[src/rtl/pc_branch_unit_pkg.sv]
// Shared definitions for the PC / branch-resolution stage.
package pc_branch_unit_pkg;

    // Instruction-register field positions
    localparam int unsigned COND_MSB = 20;
    localparam int unsigned COND_LSB = 19;
    localparam int unsigned IMM_MSB  = 18;

    // PC value loaded on reset unless the instance overrides it
    localparam logic [31:0] DEFAULT_RESET_PC = 32'h0000_0000;

    // Branch-resolution sequencer states
    typedef enum logic [1:0] {
        IDLE     = 2'd0,
        LOAD_CON = 2'd1,
        SAMPLE   = 2'd2,
        UPDATE   = 2'd3
    } br_state_e;

endpackage

[src/rtl/pc_branch_unit_branch_target_adder.sv]
// Branch target: PC plus sign-extended displacement, modulo 2^ADDR_WIDTH.
module branch_target_adder #(
    parameter int unsigned ADDR_WIDTH = 32,
    parameter int unsigned IMM_WIDTH  = 19
) (
    input  logic [ADDR_WIDTH-1:0] pc,
    input  logic [IMM_WIDTH-1:0]  disp,
    output logic [ADDR_WIDTH-1:0] target
);

    logic [ADDR_WIDTH-1:0] disp_sext;

    // Sign-extend the displacement and add; carry out is discarded
    always_comb begin
        disp_sext = {{(ADDR_WIDTH - IMM_WIDTH){disp[IMM_WIDTH-1]}}, disp};
        target    = pc + disp_sext;
    end

endmodule

[src/rtl/pc_branch_unit.sv]
// PC register with fetch increment, register jumps and conditional
// branch resolution through the external CON flag flip-flop.
module pc_branch_unit
    import pc_branch_unit_pkg::*;
#(
    parameter int unsigned           ADDR_WIDTH = 32,
    parameter logic [ADDR_WIDTH-1:0] RESET_PC   = ADDR_WIDTH'(DEFAULT_RESET_PC),
    parameter int unsigned           IMM_WIDTH  = 19
) (
    input  logic                  clock,
    input  logic                  clear,
    input  logic                  pc_inc,
    input  logic                  pc_load,
    input  logic [ADDR_WIDTH-1:0] bus_in,
    input  logic                  br_start,
    input  logic [31:0]           ir,
    input  logic                  con_in,
    output logic                  con_load,
    output logic [1:0]            cond_bits,
    output logic                  br_busy,
    output logic                  br_done,
    output logic                  br_taken,
    output logic [ADDR_WIDTH-1:0] pc_out,
    output logic [ADDR_WIDTH-1:0] link_out
);

    br_state_e             state_q, state_d;
    logic [ADDR_WIDTH-1:0] pc_q, pc_d;
    logic [ADDR_WIDTH-1:0] link_q, link_d;
    logic [1:0]            cond_q, cond_d;
    logic [IMM_WIDTH-1:0]  disp_q, disp_d;
    logic                  br_taken_q, br_taken_d;
    logic [ADDR_WIDTH-1:0] target;
    logic                  unused_ir_bits;

    // Opcode/register fields above the condition bits are not used here
    assign unused_ir_bits = ^ir[31:COND_MSB+1];

    branch_target_adder #(
        .ADDR_WIDTH (ADDR_WIDTH),
        .IMM_WIDTH  (IMM_WIDTH)
    ) u_target (
        .pc     (pc_q),
        .disp   (disp_q),
        .target (target)
    );

    // Next-state, PC update and branch bookkeeping
    // The flag is sampled and the PC committed on the same edge (leaving
    // SAMPLE), so the outcome register doubles as the held br_taken output.
    always_comb begin
        state_d    = state_q;
        pc_d       = pc_q;
        link_d     = link_q;
        cond_d     = cond_q;
        disp_d     = disp_q;
        br_taken_d = br_taken_q;
        case (state_q)
            IDLE: begin
                if (pc_load) begin
                    pc_d   = bus_in;
                    link_d = pc_q;
                end else if (br_start) begin
                    state_d = LOAD_CON;
                    cond_d  = ir[COND_MSB:COND_LSB];
                    disp_d  = IMM_WIDTH'(ir[IMM_MSB:0]);
                    link_d  = pc_q;
                end else if (pc_inc) begin
                    pc_d = pc_q + ADDR_WIDTH'(1);
                end
            end
            LOAD_CON: state_d = SAMPLE;
            SAMPLE: begin
                state_d    = UPDATE;
                br_taken_d = con_in;
                if (con_in) begin
                    pc_d = target;
                end
            end
            UPDATE:  state_d = IDLE;
            default: state_d = IDLE;
        endcase
    end

    // State registers with synchronous active-low clear
    always_ff @(posedge clock) begin
        if (!clear) begin
            state_q    <= IDLE;
            pc_q       <= RESET_PC;
            link_q     <= '0;
            cond_q     <= '0;
            disp_q     <= '0;
            br_taken_q <= 1'b0;
        end else begin
            state_q    <= state_d;
            pc_q       <= pc_d;
            link_q     <= link_d;
            cond_q     <= cond_d;
            disp_q     <= disp_d;
            br_taken_q <= br_taken_d;
        end
    end

    assign con_load  = (state_q == LOAD_CON);
    assign br_busy   = (state_q != IDLE);
    assign br_done   = (state_q == UPDATE);
    assign br_taken  = br_taken_q;
    assign cond_bits = cond_q;
    assign pc_out    = pc_q;
    assign link_out  = link_q;

endmodule
[config.mk]
export PLATFORM = sky130hd
export DESIGN_NAME = pc_branch_unit
export DESIGN_NICKNAME = d
export VERILOG_FILES = /design/src/rtl/pc_branch_unit_pkg.sv /design/src/rtl/pc_branch_unit_branch_target_adder.sv /design/src/rtl/pc_branch_unit.sv
export SDC_FILE = /design/constraint.sdc
export NUM_CORES = 1
export LEC_CHECK = 0
export ABC_CLOCK_PERIOD_IN_PS = 2860
export CAP_MARGIN = 40
export CELL_PAD_IN_SITES_DETAIL_PLACEMENT = 1
export CELL_PAD_IN_SITES_GLOBAL_PLACEMENT = 1
export CORE_MARGIN = 2
export CORE_UTILIZATION = 34
export CTS_CLUSTER_DIAMETER = 200
export DETAILED_ROUTE_END_ITERATION = 7
export PLACE_DENSITY = 0.85
export SLEW_MARGIN = 20
export SYNTH_ARGS = -nofsm -noshare
export SYNTH_HDL_FRONTEND = slang
export SYNTH_HIERARCHICAL = 1
export SYNTH_SLANG_ARGS = --single-unit
[constraint.sdc]
create_clock -name clock -period 2.86 [get_ports clock]
set_clock_uncertainty 0.1 [all_clocks]
set_input_delay 0.286 -clock clock [delete_from_list [all_inputs] [get_ports clock]]
set_output_delay 0.286 -clock clock [all_outputs]
set_load 0.02 [all_outputs]
; ---- Yosys cells after proc, flatten, opt, wreduce, memory -nomap -nowiden
; Index checks and enable logic that the tools add are counted.
[op_classes]
n_eq_ne = 8
muxes = 10
n_bitwise = 1
reduce_logical = 8
addsub = 2
[op_table]
columns = op, n
row1 = two-way mux 32 bit, 6
row2 = one-hot mux 32 bit (2 select lines), 1
row3 = adder 32 x 1 -> 32 bit (second input constant), 1
row4 = adder 32 bit, 1
row5 = one-hot mux 2 bit (4 select lines), 1
row6 = inequality test 2 bit (second input constant), 3
row7 = inequality test 3 bit (second input constant), 2
row8 = nonzero test 2 bit, 3
row9 = equality test 2 bit (second input constant), 2
row10 = two-way mux 2 bit, 2
row11 = AND reduction 2 bit, 2
row12 = AND reduction 4 bit, 1
row13 = AND reduction 3 bit, 1
row14 = equality test 2 x 1 -> 1 bit (second input constant), 1
row15 = logical NOT 2 bit, 1
row16 = NOT 1 bit, 1
[totals]
wordCells = 35
reg_bits = 88
inputBits = 70
output_inout_bits = 70

; ---- Logic depth before layout (Yosys ltp)
; Gate-level depths: netlist of the first run.
[depth]
depth_word = 5
mapped_depth = 12
ltp_nobuf = 12

; ---- By module
; Netlist of the first run, hierarchy kept.
[by_module_without_submodules]
columns = module, area_per_inst_um2, cells_each, instances, seq_area_each_um2
row1 = pc_branch_unit, 4389.2, 578, 1, 1761.7
row2 = branch_target_adder, 2045.7, 275, 1, 0.0

; ---- Least setup slack after synthesis of the first run
; OpenSTA, ideal clock, no wires.
[synth_path]
path_kind = register to register
startpoint = register pc_q[0], in the netlist pc_out[0]
endpoint = register pc_q[26], in the netlist pc_out[26]
arrival_time_ns = 2.907
setup_time_ns = 0.120
period_less_slack_ns = 3.127
path_stages_with_launch = 12
path_slack_ns = -0.267
required_time_ns = 2.640
path_buffers = 0
path_cell_list = dfxtp_1 -> ha_1 -> fa_1 -> a21o_1 -> a311oi_1 -> or4_4 -> a2111oi_4 -> or4_1 -> nand3_1 -> a22oi_1 -> nor2_1 -> o31a_1
[synth_between]
elab_cells_between_ends = 7
cone_classes = add/sub: 2 / mux: 5
[synth_rtl]
columns = item, line
row1 = start: declaration, pc_branch_unit.sv:28  ; logic [ADDR_WIDTH-1:0] pc_q, pc_d;
row2 = start signal: assignment, pc_branch_unit.sv:96  ; pc_q <= pc_d;
row3 = adder 32 bit, pc_branch_unit_branch_target_adder.sv:16  ; target = pc + disp_sext;
row4 = named net target[26], pc_branch_unit.sv:33  ; logic [ADDR_WIDTH-1:0] target;
row5 = two-way mux 32 bit, pc_branch_unit.sv:76  ; if (con_in) begin
row6 = one-hot mux 32 bit (2 select lines), pc_branch_unit.sv:58  ; case (state_q)
; The timed path passes the listed nets, and every way through them passes these cells. The select of a mux whose other input is x is not followed.
; A chain may end at the register's enable or synchronous reset.

; ---- Worst setup path in the final report of the first run
[layout_path]
startpoint = register pc_q[1], in the netlist pc_out[1]
endpoint = register pc_q[18], in the netlist pc_out[18]
; Same word-level chain as after synthesis.

==> results of run 1 <==
==> through the flow <==
| stage | utilization | power (mW) | hold slack (ns) | cell area, um2 | setup WS (ns) |
|---|---|---|---|---|---|
| 2_1_floorplan | - | 4.51 | 0.314 | 6550 | -0.00359 |
| 3_3_place_gp | 0.468 | 6.45 | 0.343 | 8720 | -0.177 |
| 3_5_place_dp | 0.469 | 6.60 | 0.346 | 8740 | -0.371 |
| 4_1_cts | 0.500 | 8.17 | 0.355 | 9330 | -0.198 |
| 5_1_grt | 0.515 | 8.92 | 0.379 | 9610 | -0.436 |
| 6_report | 0.515 | 8.49 | 0.351 | 9610 | -0.355 |
==> power by group <==
group / leakage [nW] / internal [mW] / switching [mW] / total, mW
clock: 0.157 / 0.819 / 0.550 / 1.37
sequential: 0.726 / 1.56 / 0.312 / 1.87
combinational: 2.92 / 2.21 / 3.03 / 5.25
==> worst register-to-register path: cells and delay by family, from the launching register on <==
kind | cells | cell delay [ns]
flip-flops | 1 | 0.37
buffers and inverters | 3 | 0.44
AO/OA/AOI/OAI | 5 | 0.98
AND/OR/NAND/NOR | 2 | 0.57
XOR/XNOR | 1 | 0.22
adder cells (fa/ha/maj) | 1 | 0.41
==> sequential cells by signal, summed over array words and instances (netlist names) <==
register,count
link_out,32
disp_q,19
pc_out,32
cond_bits,2
state_q,2
br_taken,1
==> per-layer routing <==
layer	GRT usage	routed length, um	vias to the layer above
met2	0.476	14400	293
met4	0.132	1300	0
met3	0.0364	1370	72
li1	-	-	3561
met5	0	0	-
met1	0.310	11300	3804
==> cells in the mapped netlist (6+ instances only) <==
library cell,number,share of area
clkbuf_1,42,0.024
mux2i_1,11,0.017
nor2_1,39,0.023
and3_1,12,0.012
a221oi_1,6,0.0082
o21ai_0,41,0.032
a21oi_1,122,0.095
nand2b_1,11,0.011
nand4_1,13,0.013
nor4_1,8,0.0078
a211oi_1,10,0.012
o211ai_1,8,0.0093
a31oi_1,6,0.0058
and4_1,9,0.012
dfxtp_1,88,0.27
nand3_1,19,0.015
o21a_1,13,0.015
ha_1,36,0.070
a21o_1,17,0.020
xor2_1,13,0.018
xnor2_1,16,0.022
nor3_1,12,0.0093
nand2_1,158,0.092
inv_1,18,0.010
==> cells by family (layout without fill, tap and decap cells) <==
group,after synthesis,in the layout,synth area share
compound gates,298,298,0.304
flops,88,88,0.274
mux,13,13,0.0206
fa+ha+maj,37,37,0.0731
simple gates,316,316,0.239
buf+inv,72,291,0.0502
xor+xnor,29,29,0.0395
==> cell type report <==
cell class	count	area, um2
tap	234	293
fill	2238	9040
multi-input combinational	693	4830
clock inverter	4	76.3
timing repair buffer	257	2290
clock buffer	11	254
inverter	19	71.3
sequential	88	1790
==> worst max path at each step <==
stage                              end  cells past startpoint  slack (ns)                    from
2_1_floorplan  pc_out[29]$_SDFFE_PN0P_                     11      -0.004  pc_out[4]$_SDFFE_PN0P_
3_3_place_gp   pc_out[30]$_SDFFE_PN0P_                     12       -0.18  pc_out[9]$_SDFFE_PN0P_
4_1_cts        pc_out[30]$_SDFFE_PN0P_                     12       -0.20  pc_out[0]$_SDFFE_PN0P_
6_report       pc_out[18]$_SDFFE_PN0P_                     12       -0.36  pc_out[1]$_SDFFE_PN0P_
5_1_grt        pc_out[24]$_SDFFE_PN0P_                     12       -0.44  pc_out[0]$_SDFFE_PN0P_
3_5_place_dp   pc_out[29]$_SDFFE_PN0P_                     10       -0.37  pc_out[2]$_SDFFE_PN0P_
==> what timing repair did <==
action / 4_1_cts / 5_1_grt
gates resized for setup: 34 / 49
buffers inserted: 10 / 11
pin swaps: 32 / 37
endpoints found under the setup margin: 12 / 16
==> results.py, run 1 <==
metrics = {
    "run_status": {
        "outcome": "finished with violations",
        "violations": "negative setup slack",
    },
    "place": {
        "dp.cells": 1273,
        "port-buffer-count": 128,
        "routabilityCongestion": 0.922,
        "dp_hpwl_um": 19800,
    },
    "critical_path": {
        "reg2reg_depth": 12,
        "cpLargestDelayFamily": "compound AO/OA/AOI/OAI gates",
        "crit_chain": "buf_12 -> fa_2 -> a21o_1 -> buf_6 -> a311o_1 -> nand4_1 -> buf_4 -> a211oi_4 -> o41ai_2 -> xnor2_1 -> a221oi_2 -> nor4_1",
        "r2r-end": "pc_out[18]$_SDFFE_PN0P_",
        "cp_slowest_cell": "fa_2",
        "crit_type": "register to register",
        "crit_buf_inv": 3,
        "cp.arrival_ns": 3.33,
        "cp.required_ns": 2.98,
        "cp_max_fo": 3,
        "critPathLaunchType": "register",
        "ff2ff_setup_slack_ns": -0.36,
        "worst_setup_path_end_kind": "register",
        "crit_path_max_incr_delay_ns": 0.41,
        "rr_startpoint": "pc_out[1]$_SDFFE_PN0P_",
    },
    "global_routing": {
        "grt_usage": 0.265,
        "gr-total-overflow": 0,
        "antenna_found_initial": 0,
        "grt_max_degree": 52,
        "grt_pass1_vias": 7903,
        "grt_pass1_wl_um": 41900,
    },
    "route": {
        "viasPerCell": 5.92,
        "num_vias": 7730,
        "first_pass_iters": 5,
        "drc": 0,
        "ant_nets": 0,
        "initialDrtViolationCount": 396,
        "wirelength_um": 28400,
        "post_drt_wl_per_cell_um": 21.7,
    },
    "finish": {
        "drive_gt1_frac": 0.233,
        "finalNonFillerCells": 1306,
        "synthToLayoutAreaGrowth_pct": 49.3,
        "final_common_cell": "nand2_1",
        "antennaDiodeCount": 0,
        "final_cell_mix": "nand2_1 (158), clkdlybuf4s50_1 (128), buf_4 (123), a21oi_1 (110), dfxtp_1 (73)",
        "fin_nets": 1175,
    },
    "synthesis": {
        "syn_nets": 960,
        "yosys_warnings": 6,
        "synth_area_um2": 6430,
        "synth.distinct_cells": 86,
        "synth_seq_area_share": 0.274,
        "avgSynthCellArea_um2": 7.54,
        "async_flop_share": 0,
        "synthFlopType": "dfxtp_1",
        "synth_edf_count": 0,
        "synth_cells": 853,
        "synth_seq_cells": 88,
    },
    "pwr": {
        "power.leakage_nw": 3.80,
        "cellPowerDensity_nw_per_um2": 884,
        "ir_drop_mv": 0.443,
    },
    "clock_network": {
        "root_buffer": "clkbuf_16",
        "numCtsBuffers": 9,
        "cts_sinks": 88,
        "clockBufferDepth": 2,
        "htree_levels": 3,
        "cts_tree": "yes",
        "clk_pin_slew_ns": 0.07,
        "holdBufCountCts": 0,
        "insertion_delay_ns": 0.36,
    },
    "sta": {
        "finalHoldViolCount": 0,
        "relSlewSlack": 0.450,
        "worst_pin_slew_ns": 0.822,
        "postLayoutSetupSlackWorst_ns": -0.355,
        "fmax_ghz": 0.311,
        "setup_tns_ns": -1.52,
        "rsz0062_at_grt": "true",
        "slew_viol_final": 0,
        "setup_viol": 9,
        "finalCriticalPeriod_ns": 3.22,
        "period_share": 1.12,
    },
    "floorplanning": {
        "initial_core_util": 0.345,
        "fp.dieW_um": 142,
        "io_pins": 140,
        "rows": 50,
        "fp.dieH_um": 142,
        "dieArea_um2": 20000,
        "core_area_um2": 18600,
    },
    "hold_path": {
        "worstHoldStart": "link_out[23]$_SDFFE_PN0P_",
        "hold-path-endpoint": "link_out[23]$_SDFFE_PN0P_",
        "hold_class": "register to register",
        "hold_depth": 2,
    },
    "job": {
        "maxCapViolCount": 0,
    },
}
No activity file was read; power rests on OpenSTA's default activity.
==> run 2, diff against run 1 <==
--- a/config.mk
+++ b/config.mk
@@ -13,6 +13,7 @@
 export CORE_UTILIZATION = 34
 export CTS_CLUSTER_DIAMETER = 200
 export DETAILED_ROUTE_END_ITERATION = 7
+export GPL_ROUTABILITY_DRIVEN = 0
 export PLACE_DENSITY = 0.85
 export SLEW_MARGIN = 20
 export SYNTH_ARGS = -nofsm -noshare
==> results.py, run 2 (same netlist as run 1, synthesis figures left out) <==
metrics = {
    "run_status": {
        "outcome": "finished with violations",
        "violations": "negative setup slack",
    },
    "sta": {
        "relSlewSlack": 0.535,
        "finalCriticalPeriod_ns": 3.18,
        "worst_pin_slew_ns": 0.695,
        "setup_tns_ns": -1.74,
        "setup_viol": 12,
        "rsz0062_at_grt": "true",
        "fmax_ghz": 0.314,
        "postLayoutSetupSlackWorst_ns": -0.321,
        "period_share": 1.11,
        "finalHoldViolCount": 0,
        "slew_viol_final": 0,
    },
    "global_routing": {
        "grt_max_degree": 36,
        "grt_pass1_wl_um": 41800,
        "met1_usage": 0.302,
        "grt_usage": 0.264,
        "use_met3": 0.0466,
        "grtUsageMet2": 0.469,
        "grt_pass1_vias": 7877,
        "antenna_found_initial": 0,
        "grt_busiest_layer": "met2",
        "gr-total-overflow": 0,
    },
    "route": {
        "post_drt_wl_per_cell_um": 21.1,
        "wirelength_um": 27200,
        "ant_nets": 0,
        "first_pass_iters": 5,
        "viasPerCell": 5.93,
        "initialDrtViolationCount": 487,
        "drc": 0,
        "num_vias": 7629,
    },
    "finish": {
        "drive_gt1_frac": 0.196,
        "final_common_cell": "nand2_1",
        "final_cell_mix": "nand2_1 (158), clkdlybuf4s50_1 (128), a21oi_1 (118), buf_4 (105), dfxtp_1 (75)",
        "multi_input_area_um2": 4700,
        "antennaDiodeCount": 0,
        "final_area_um2": 9310,
        "fillers": 2267,
        "synthToLayoutAreaGrowth_pct": 44.7,
        "finalNonFillerCells": 1286,
        "register_area_um2": 1780,
        "fin_nets": 1154,
    },
    "critical_path": {
        "critPathLaunchType": "register",
        "worst_setup_path_end_kind": "register",
        "cp.arrival_ns": 3.36,
        "crit_chain": "ha_4 -> buf_4 -> buf_4 -> a211oi_2 -> o21a_2 -> a211o_1 -> a2111o_1 -> a31oi_4 -> xor2_2 -> a21oi_1 -> a311o_1 -> a211oi_2",
        "crit_type": "register to register",
        "cp_slowest_cell": "a2111o_1",
        "cp.required_ns": 3.04,
        "cp_max_fo": 5,
        "crit_path_max_incr_delay_ns": 0.53,
    },
    "pwr": {
        "power.leakage_nw": 3.68,
        "cellPowerDensity_nw_per_um2": 884,
        "ir_drop_mv": 0.483,
        "total_power_mw": 8.23,
    },
    "job": {
        "maxCapViolCount": 0,
    },
    "place": {
        "dpl_worst_slack_ns": -0.321,
        "dp.cells": 1263,
        "dp_hpwl_um": 19700,
        "port-buffer-count": 128,
        "place_area_um2": 8680,
    },
    "floorplanning": {
        "fp.dieW_um": 142,
        "core_area_um2": 18600,
        "initial_core_util": 0.345,
        "rows": 50,
        "io_pins": 140,
        "dieArea_um2": 20000,
        "fp.dieH_um": 142,
    },
    "clock_network": {
        "htree_levels": 3,
        "clk_pin_slew_ns": 0.07,
        "cts_sinks": 88,
        "numCtsBuffers": 9,
        "insertion_delay_ns": 0.36,
        "cts_tree": "yes",
        "root_buffer": "clkbuf_16",
        "clockBufferDepth": 2,
        "holdBufCountCts": 0,
    },
    "hold_path": {
        "hold_class": "register to register",
    },
}
run 2: power breakdown:
part           switching [mW]  leakage, nW  internal [mW]
registers               0.306        0.725           1.56
clock network           0.549        0.158          0.822
logic                    2.92         2.79           2.08
total                    3.77         3.68           4.46
run 2: worst paths after layout:
| kind | from | cells past startpoint | to | slack (ns) |
|---|---|---|---|---|
| worst min-delay path | link_out[1]$_SDFFE_PN0P_ | 2 | link_out[1]$_SDFFE_PN0P_ | 0.35 |
| worst max-delay path | pc_out[0]$_SDFFE_PN0P_ | 12 | pc_out[29]$_SDFFE_PN0P_ | -0.32 |
| worst max register to register | pc_out[0]$_SDFFE_PN0P_ | 12 | pc_out[29]$_SDFFE_PN0P_ | -0.32 |
| worst min register to register | link_out[1]$_SDFFE_PN0P_ | 2 | link_out[1]$_SDFFE_PN0P_ | 0.35 |
run 2: cell type report:
class                   instances  share of cell area
repair buffers                236               0.228
multi-input cells             693               0.505
flip-flops and latches         88               0.192
well taps                     234              0.0315
clock buffers                  12              0.0277
inverters                      19             0.00766
clock inverters                 4             0.00820
run 2: stage by stage:
stage | hold WS (ns) | util
2_1_floorplan | 0.314 | -
3_3_place_gp | 0.343 | 0.465
3_5_place_dp | 0.346 | 0.465
4_1_cts | 0.356 | 0.491
5_1_grt | 0.366 | 0.499
6_report | 0.352 | 0.499
run 2: layer usage:
metal | share of wire | vias to the layer above
met3 | 0.047 | 68
met4 | 0.048 | 0
met5 | 0 | -
met2 | 0.51 | 252
met1 | 0.40 | 3779
li1 | - | 3530
run 2: critical path: cells and delay by family, from the launching register on:
kind,cells,cell delay [ns]
adders and majority gates,1,0.14
buffers and inverters,2,0.21
xor gates and xnor gates,1,0.21
DFF,1,0.37
AOI/OAI and AO/OA,8,2.05
run 2: repair_timing:
item	in CTS	in global routing
pin swaps	21	29
cloned	0	0
buffers inserted	4	3
endpoints found under the hold margin	0	0
endpoints found under the setup margin	12	14
gates resized for setup	25	21
==> run 3, diff against run 2 <==
--- a/config.mk
+++ b/config.mk
@@ -14,6 +14,7 @@
 export CTS_CLUSTER_DIAMETER = 200
 export DETAILED_ROUTE_END_ITERATION = 7
 export GPL_ROUTABILITY_DRIVEN = 0
+export HOLD_SLACK_MARGIN = 0.15
 export PLACE_DENSITY = 0.85
 export SLEW_MARGIN = 20
 export SYNTH_ARGS = -nofsm -noshare
==> results of run 3 <==
Same layout as run 2: the final DEF is identical, and so are final timing and power.
